===== src/rtl/msrv32_pkg.sv =====
// Shared types and field widths for the msrv32 store buffer.
// The drain state is informational; the datapath decodes everything from the entry count.
package msrv32_pkg;

    localparam int SB_MASK_W   = 4;
    localparam int SB_ADDR_LSB = 2;

    typedef enum logic [1:0] {
        SB_IDLE = 2'd0,
        SB_BUSY = 2'd1,
        SB_FULL = 2'd2
    } sb_state_e;

    // Word-address width: the byte offset within a 32-bit word is not stored.
    function automatic int sb_waddr_w(input int width);
        return width - SB_ADDR_LSB;
    endfunction

endpackage


===== src/rtl/msrv32_sb_fifo.sv =====
// Circular DEPTH-entry FIFO of {data, word address, mask}.
// Exposes per-entry valid bits and word addresses so the top can compare a load against every pending store.
module msrv32_sb_fifo
    import msrv32_pkg::*;
#(
    parameter int DEPTH = 4,
    parameter int WIDTH = 32,
    localparam int PW = $clog2(DEPTH),
    localparam int CW = PW + 1,
    localparam int AW = sb_waddr_w(WIDTH)
) (
    input  logic                          clk,
    input  logic                          rst,
    input  logic                          i_push,
    input  logic                          i_pop,
    input  logic [WIDTH-1:0]              i_data,
    input  logic [AW-1:0]                 i_waddr,
    input  logic [SB_MASK_W-1:0]          i_mask,
    output logic [WIDTH-1:0]              o_data,
    output logic [AW-1:0]                 o_waddr,
    output logic [SB_MASK_W-1:0]          o_mask,
    output logic [CW-1:0]                 o_count,
    output logic [DEPTH-1:0]              o_valid,
    output logic [DEPTH-1:0][AW-1:0]      o_waddr_all
);

    logic [WIDTH-1:0]     r_data  [DEPTH];
    logic [AW-1:0]        r_waddr [DEPTH];
    logic [SB_MASK_W-1:0] r_mask  [DEPTH];
    logic [PW-1:0]        r_rd_ptr;
    logic [PW-1:0]        r_wr_ptr;
    logic [CW-1:0]        r_count;

    always_ff @(posedge clk or posedge rst) begin
        if (rst) begin
            r_rd_ptr <= '0;
            r_wr_ptr <= '0;
            r_count  <= '0;
            for (int i = 0; i < DEPTH; i++) begin
                r_data[i]  <= '0;
                r_waddr[i] <= '0;
                r_mask[i]  <= '0;
            end
        end else begin
            if (i_push) begin
                r_data[r_wr_ptr]  <= i_data;
                r_waddr[r_wr_ptr] <= i_waddr;
                r_mask[r_wr_ptr]  <= i_mask;
                r_wr_ptr          <= r_wr_ptr + 1'b1;
            end
            if (i_pop) begin
                r_rd_ptr <= r_rd_ptr + 1'b1;
            end
            r_count <= r_count + CW'(i_push) - CW'(i_pop);
        end
    end

    assign o_data  = r_data[r_rd_ptr];
    assign o_waddr = r_waddr[r_rd_ptr];
    assign o_mask  = r_mask[r_rd_ptr];
    assign o_count = r_count;

    // An entry is live when its distance from the head (mod DEPTH) is below the count.
    always_comb begin
        logic [PW-1:0] w_off;
        w_off       = '0;
        o_valid     = '0;
        o_waddr_all = '0;
        for (int i = 0; i < DEPTH; i++) begin
            w_off          = PW'(i) - r_rd_ptr;
            o_valid[i]     = ({1'b0, w_off} < r_count);
            o_waddr_all[i] = r_waddr[i];
        end
    end

endmodule


===== src/rtl/msrv32_store_buffer.sv =====
// Posted write buffer between the store unit and the data-memory port.
// Qualifies pushes, detects load-after-store hazards and tracks the drain state.
module msrv32_store_buffer
    import msrv32_pkg::*;
#(
    parameter int DEPTH = 4,
    parameter int WIDTH = 32
) (
    input  logic                 ms_riscv32_mp_clk_in,
    input  logic                 ms_riscv32_mp_rst_in,
    input  logic [WIDTH-1:0]     dmdata_in,
    input  logic [WIDTH-1:0]     dmaddr_in,
    input  logic [SB_MASK_W-1:0] dmwr_mask_in,
    input  logic                 dmwr_req_in,
    input  logic [WIDTH-1:0]     ld_addr_in,
    input  logic                 ld_req_in,
    input  logic                 ms_riscv32_mp_dm_ready_in,
    output logic [WIDTH-1:0]     ms_riscv32_mp_dmdata_out,
    output logic [WIDTH-1:0]     ms_riscv32_mp_dmaddr_out,
    output logic [SB_MASK_W-1:0] ms_riscv32_mp_dmwr_mask_out,
    output logic                 ms_riscv32_mp_dmwr_req_out,
    output logic                 st_stall_out,
    output logic                 ld_stall_out
);

    localparam int PW = $clog2(DEPTH);
    localparam int CW = PW + 1;
    localparam int AW = sb_waddr_w(WIDTH);

    logic                     w_push;
    logic                     w_pop;
    logic                     w_full;
    logic                     w_hit;
    logic [CW-1:0]            w_count;
    logic [CW-1:0]            w_count_next;
    logic [AW-1:0]            w_head_waddr;
    logic [DEPTH-1:0]         w_valid;
    logic [DEPTH-1:0][AW-1:0] w_waddr_all;
    logic                     w_unused_lsbs;
    sb_state_e                r_state;
    sb_state_e                w_state_next;

    // A full buffer refuses the push even if the head drains this same cycle.
    assign w_full = (w_count == CW'(DEPTH));
    assign w_push = dmwr_req_in && (|dmwr_mask_in) && !w_full;
    assign w_pop  = (w_count != '0) && ms_riscv32_mp_dm_ready_in;
    assign w_count_next = w_count + CW'(w_push) - CW'(w_pop);

    msrv32_sb_fifo #(
        .DEPTH (DEPTH),
        .WIDTH (WIDTH)
    ) u_fifo (
        .clk         (ms_riscv32_mp_clk_in),
        .rst         (ms_riscv32_mp_rst_in),
        .i_push      (w_push),
        .i_pop       (w_pop),
        .i_data      (dmdata_in),
        .i_waddr     (dmaddr_in[WIDTH-1:SB_ADDR_LSB]),
        .i_mask      (dmwr_mask_in),
        .o_data      (ms_riscv32_mp_dmdata_out),
        .o_waddr     (w_head_waddr),
        .o_mask      (ms_riscv32_mp_dmwr_mask_out),
        .o_count     (w_count),
        .o_valid     (w_valid),
        .o_waddr_all (w_waddr_all)
    );

    assign ms_riscv32_mp_dmaddr_out   = {w_head_waddr, {SB_ADDR_LSB{1'b0}}};
    assign ms_riscv32_mp_dmwr_req_out = (w_count != '0);
    assign st_stall_out               = w_full;

    always_comb begin
        w_hit = 1'b0;
        for (int i = 0; i < DEPTH; i++) begin
            if (w_valid[i] && (w_waddr_all[i] == ld_addr_in[WIDTH-1:SB_ADDR_LSB])) begin
                w_hit = 1'b1;
            end
        end
    end

    assign ld_stall_out  = ld_req_in && w_hit;
    assign w_unused_lsbs = ^{dmaddr_in[SB_ADDR_LSB-1:0], ld_addr_in[SB_ADDR_LSB-1:0]};

    always_ff @(posedge ms_riscv32_mp_clk_in or posedge ms_riscv32_mp_rst_in) begin
        if (ms_riscv32_mp_rst_in) begin
            r_state <= SB_IDLE;
        end else begin
            r_state <= w_state_next;
        end
    end

    always_comb begin
        w_state_next = r_state;
        unique case (r_state)
            SB_IDLE: if (w_push) w_state_next = SB_BUSY;
            SB_BUSY: begin
                if (w_count_next == CW'(DEPTH)) w_state_next = SB_FULL;
                else if (w_count_next == '0)    w_state_next = SB_IDLE;
            end
            SB_FULL: if (w_pop) w_state_next = SB_BUSY;
            default: w_state_next = SB_IDLE;
        endcase
    end

endmodule


===== config.mk =====
export PLATFORM = sky130hd
export DESIGN_NAME = msrv32_store_buffer
export DESIGN_NICKNAME = d
export VERILOG_FILES = /design/src/rtl/msrv32_pkg.sv /design/src/rtl/msrv32_sb_fifo.sv /design/src/rtl/msrv32_store_buffer.sv
export SDC_FILE = /design/constraint.sdc
export NUM_CORES = 1
export LEC_CHECK = 0
export CORE_ASPECT_RATIO = 2
export CORE_MARGIN = 2
export CORE_UTILIZATION = 61
export DETAILED_ROUTE_END_ITERATION = 10
export PLACE_DENSITY_LB_ADDON = 0.08
export SETUP_SLACK_MARGIN = 0.5
export SYNTH_ARGS = -nofsm -noshare
export SYNTH_HDL_FRONTEND = slang
export SYNTH_HIERARCHICAL = 1
export SYNTH_SLANG_ARGS = --single-unit

===== constraint.sdc =====
create_clock -name ms_riscv32_mp_clk_in -period 15.1 [get_ports ms_riscv32_mp_clk_in]
set_input_delay 3.02 -clock ms_riscv32_mp_clk_in [delete_from_list [all_inputs] [get_ports ms_riscv32_mp_clk_in]]
set_output_delay 3.02 -clock ms_riscv32_mp_clk_in [all_outputs]
set_load 0.02 [all_outputs]

==> reports/qor.log <==
qor: setup_path.critical-path-top-delay-family buffers and inverters
qor: timing.timing.fmax 0.115 GHz
qor: placed_design.place_congestion 0.947
qor: layout.share_of_final_layout_standard_cells_stronger_than_drive_strength_1 37.5%
qor: clocking.clkLatencyLatePin 540 ps
qor: run_status.outcome complete, no violations
qor: pwr.power.internal 2.72 mW
qor: detailed_routing.routed_wire_length_per_instance 25.1 µm
qor: timing.final_setup_vio_count 0
qor: clocking.clk_path_buf_depth 3
qor: timing.final_max_slew_viol_count 0
qor: clocking.cts_resized 0
qor: setup_path.crit_start ld_addr_in[5]
qor: worst_hold_path.worst_hold_path_type reg2reg
qor: yosys.post_synth.cell_area_avg 16.2 µm²
qor: pwr.powerDensity 253 nW/µm²
qor: global_route.overflow 0
qor: detailed_routing.antenna_left 0
qor: placed_design.io_buffer_count 169
qor: detailed_routing.drc_errors_left 0
qor: setup_path.crit_path_max_fanout 4
qor: setup_path.cp_cell_sequence clkdlybuf4s50_1 > xnor2_1 > nand4_1 > nor4_1 > nand4_1 > a41oi_2 > clkdlybuf4s50_1
qor: job.max-cap-violations 0
qor: timing.rsz0062_at_grt no
qor: floorplan.die_h 219 µm
qor: global_route.vias_in_the_first_global_route 8,762
qor: placed_design.numPlacedInstances 1,270
qor: floorplan.core_area 22,600 µm²
qor: setup_path.critPathMaxStageDelay 630 ps
qor: setup_path.worst-path-buf-inv 2
qor: pwr.switching_power 1.46 mW
qor: setup_path.cp-start-kind input pin
qor: pwr.finalPower 4.18 mW
qor: setup_path.r2r-end u_fifo/r_data[37]
qor: floorplan.rows 78
qor: floorplan.design.die.area 24,300 µm²
qor: layout.syn_to_final_growth 17.5%
qor: layout.post-route-util 72.9%
qor: timing.finalWorstSetupSlack 6400 ps
qor: floorplan.die-width 111 µm
qor: timing.finalHoldViolCount 0
qor: yosys.netlist_instances 866
qor: yosys.yosysWarnings 6
qor: timing.timing_worst_slew_pin_value 975 ps
qor: floorplan.initial_utilization 62.0%
qor: floorplan.top_level_ports 176
qor: detailed_routing.vias 7,837
qor: timing.hold_ws 501 ps
qor: pwr.power_switching_share 35.0%
qor: global_route.grt_pass1_wl 51,700 µm
qor: clocking.cts_sinks 271
qor: setup_path.worst-endpoint-required 12,080 ps
qor: clocking.tritoncts yes
qor: clocking.postCtsSetupBuffers 0
qor: timing.fin_crit_sh 57.6%
qor: layout.diodes 0
qor: clocking.cts_buffers 25
qor: placed_design.hpwl_reported_at_the_end_of_detailed_placement 22,400 µm
qor: setup_path.criticalPathCategory in2out
qor: pwr.seqPwrFrac 34.1%
qor: timing.maxSlewHeadroom 34.8%
qor: yosys.yosys_register_bits 271
qor: pwr.combinationalPowerShare 50.4%
qor: clocking.cts.root.buffer_cell clkbuf_16
qor: global_route.grt_max_degree 133
qor: timing.period_needed 8700 ps
qor: timing.final.setup.tns 0 ps
qor: setup_path.reg2reg_from u_fifo/o_count[2]
qor: pwr.ir_drop 0.000172 V
qor: setup_path.reg2reg_slack 11,950 ps
qor: yosys.yosys.cell_types.count 30
qor: placed_design.pre_cts_ws 6440 ps
qor: setup_path.worst_ep_arrival_time 5680 ps
qor: global_route.antenna_found_initial 0
qor: pwr.clock_power_share 15.6%
qor: setup_path.reg2reg_depth 5
qor: detailed_routing.finalWirelength 33,000 µm
qor: detailed_routing.vias_per_cell 5.96
qor: setup_path.crit_path_end_kind primary output
qor: layout.layoutNonFillerInstCount 1,314
qor: global_route.gr-usage-all-layers 27.7%
qor: timing.clock_skew 16.8 ps
qor: setup_path.cp.depth 7
qor: yosys.sequential_element_share_of_the_synthesized_area 48.3%
qor: clocking.cts-hold-fix-buffers 0
qor: yosys.mappedNetlistArea 14,000 µm²
qor: clocking.cts.clk_slew.worst_paths 60 ps
qor: placed_design.placedInstanceArea 15,700 µm²
qor: layout.fin_nets 1,133
qor: layout.finish.instance_area 16,500 µm²
qor: detailed_routing.detail_route.first_pass.iterations 4
qor: setup_path.crit_slowest_cell clkdlybuf4s50_1
qor: detailed_routing.drt_iter0_drc 420
qor: setup_path.crit_end ld_stall_out
qor: pwr.total_leakage_power 7.30 nW
qor: clocking.cts.htree.levels 1
[kinds of logic (layout without fill, tap and decap cells)]
| kind of cell | count (synthesis) | after routing | synth area share [%] |
|---|---|---|---|
| buffers and inverters | 64 | 231 | 3.76 |
| and+or+nand+nor | 55 | 55 | 2.53 |
| AOI/OAI and AO/OA | 8 | 8 | 0.410 |
| adders and majority gates | 11 | 11 | 1.03 |
| other | 1 | 2 | 0.0267 |
| DFF | 271 | 271 | 48.3 |
| muxes | 330 | 330 | 36.0 |
| xor gates and xnor gates | 126 | 126 | 7.91 |
[cell usage in the layout (no fill, tap or decap), drive strengths merged, types with 11 or more instances in the layout]
| master | synthesis | layout |
|---|---|---|
| mux2 | 264 | 264 |
| clkbuf | 1 | 34 |
| mux4 | 66 | 66 |
| nor4 | 16 | 16 |
| xnor2 | 79 | 79 |
| dfrtp | 271 | 271 |
| clkdlybuf4s50 | 0 | 169 |
| inv | 10 | 11 |
| xor2 | 47 | 47 |
| nand4 | 24 | 24 |
[how the worst min path moves through the flow]
stage	slack [ps]	depth (start not counted)	end	from
CTS	500	1	u_fifo/r_data[59]	u_fifo/r_data[59]
global placement	480	1	u_fifo/r_data[49]	u_fifo/r_data[49]
floorplan	470	1	u_fifo/r_data[60]	u_fifo/r_data[60]
detailed placement	490	1	u_fifo/r_data[59]	u_fifo/r_data[59]
finish	500	1	u_fifo/r_data[56]	u_fifo/r_data[56]
global route	510	1	u_fifo/r_data[59]	u_fifo/r_data[59]
[power by group through the flow]
| stage | clock (mW) | sequential (mW) | combinational (mW) |
|---|---|---|---|
| 6_report | 0.650 | 1.42 | 2.10 |
| 5_1_grt | 0.689 | 1.47 | 2.22 |
| 4_1_cts | 0.663 | 1.42 | 2.13 |
| 3_5_place_dp | 0 | 1.43 | 2.12 |
| 3_3_place_gp | 0 | 1.41 | 2.09 |
| 2_1_floorplan | 0 | 1.30 | 1.55 |
[sequential cells by signal, indices dropped and copies added, names as in the netlist]
register            count
u_fifo/r_data         128
u_fifo/o_waddr_all    120
u_fifo/o_count          3
u_fifo/r_mask          16
u_fifo/r_wr_ptr         2
u_fifo/r_rd_ptr         2
[synth_stat cells]
library cell / instances / area [µm²]
nand2_4: 4 / 45.0
xor2_1: 47 / 412
or3_1: 1 / 6.26
mux2_2: 104 / 1170
buf_2: 16 / 80.1
a41oi_2: 1 / 16.3
buf_4: 3 / 22.5
buf_6: 34 / 383
conb_1: 1 / 3.75
nor4_1: 16 / 100
fa_1: 1 / 20.0
nor3b_1: 1 / 7.51
xnor2_2: 1 / 16.3
mux2_4: 160 / 2400
nand4_1: 24 / 150
clkbuf_2: 1 / 5.00
or2_2: 3 / 18.8
o21ai_0: 1 / 5.00
o41ai_1: 1 / 8.76
and2_1: 1 / 6.26
a21oi_1: 4 / 20.0
mux4_2: 66 / 1490
nand2b_1: 1 / 6.26
dfrtp_1: 271 / 6780
ha_1: 10 / 125
nor2_1: 1 / 3.75
o21bai_1: 1 / 7.51
nand2_1: 3 / 11.3
xnor2_1: 78 / 683
inv_1: 10 / 37.5
[layer usage]
metal  routed length [µm]  GRT usage, %
met1                12400          33.9
met2                17500          48.7
met3                 1230          3.47
met4                 1800          13.0
met5                    0             0
[area by class of cell]
cell class	count	area (µm²)
Tap cell	280	350
Clock inverter	10	135
Multi-Input combinational cell	532	6740
Sequential cell	271	6790
Inverter	10	45.0
Timing Repair Buffer	177	1750
Clock buffer	34	689
Fill cell	1530	6150
Power figures use the tool's default switching activity.
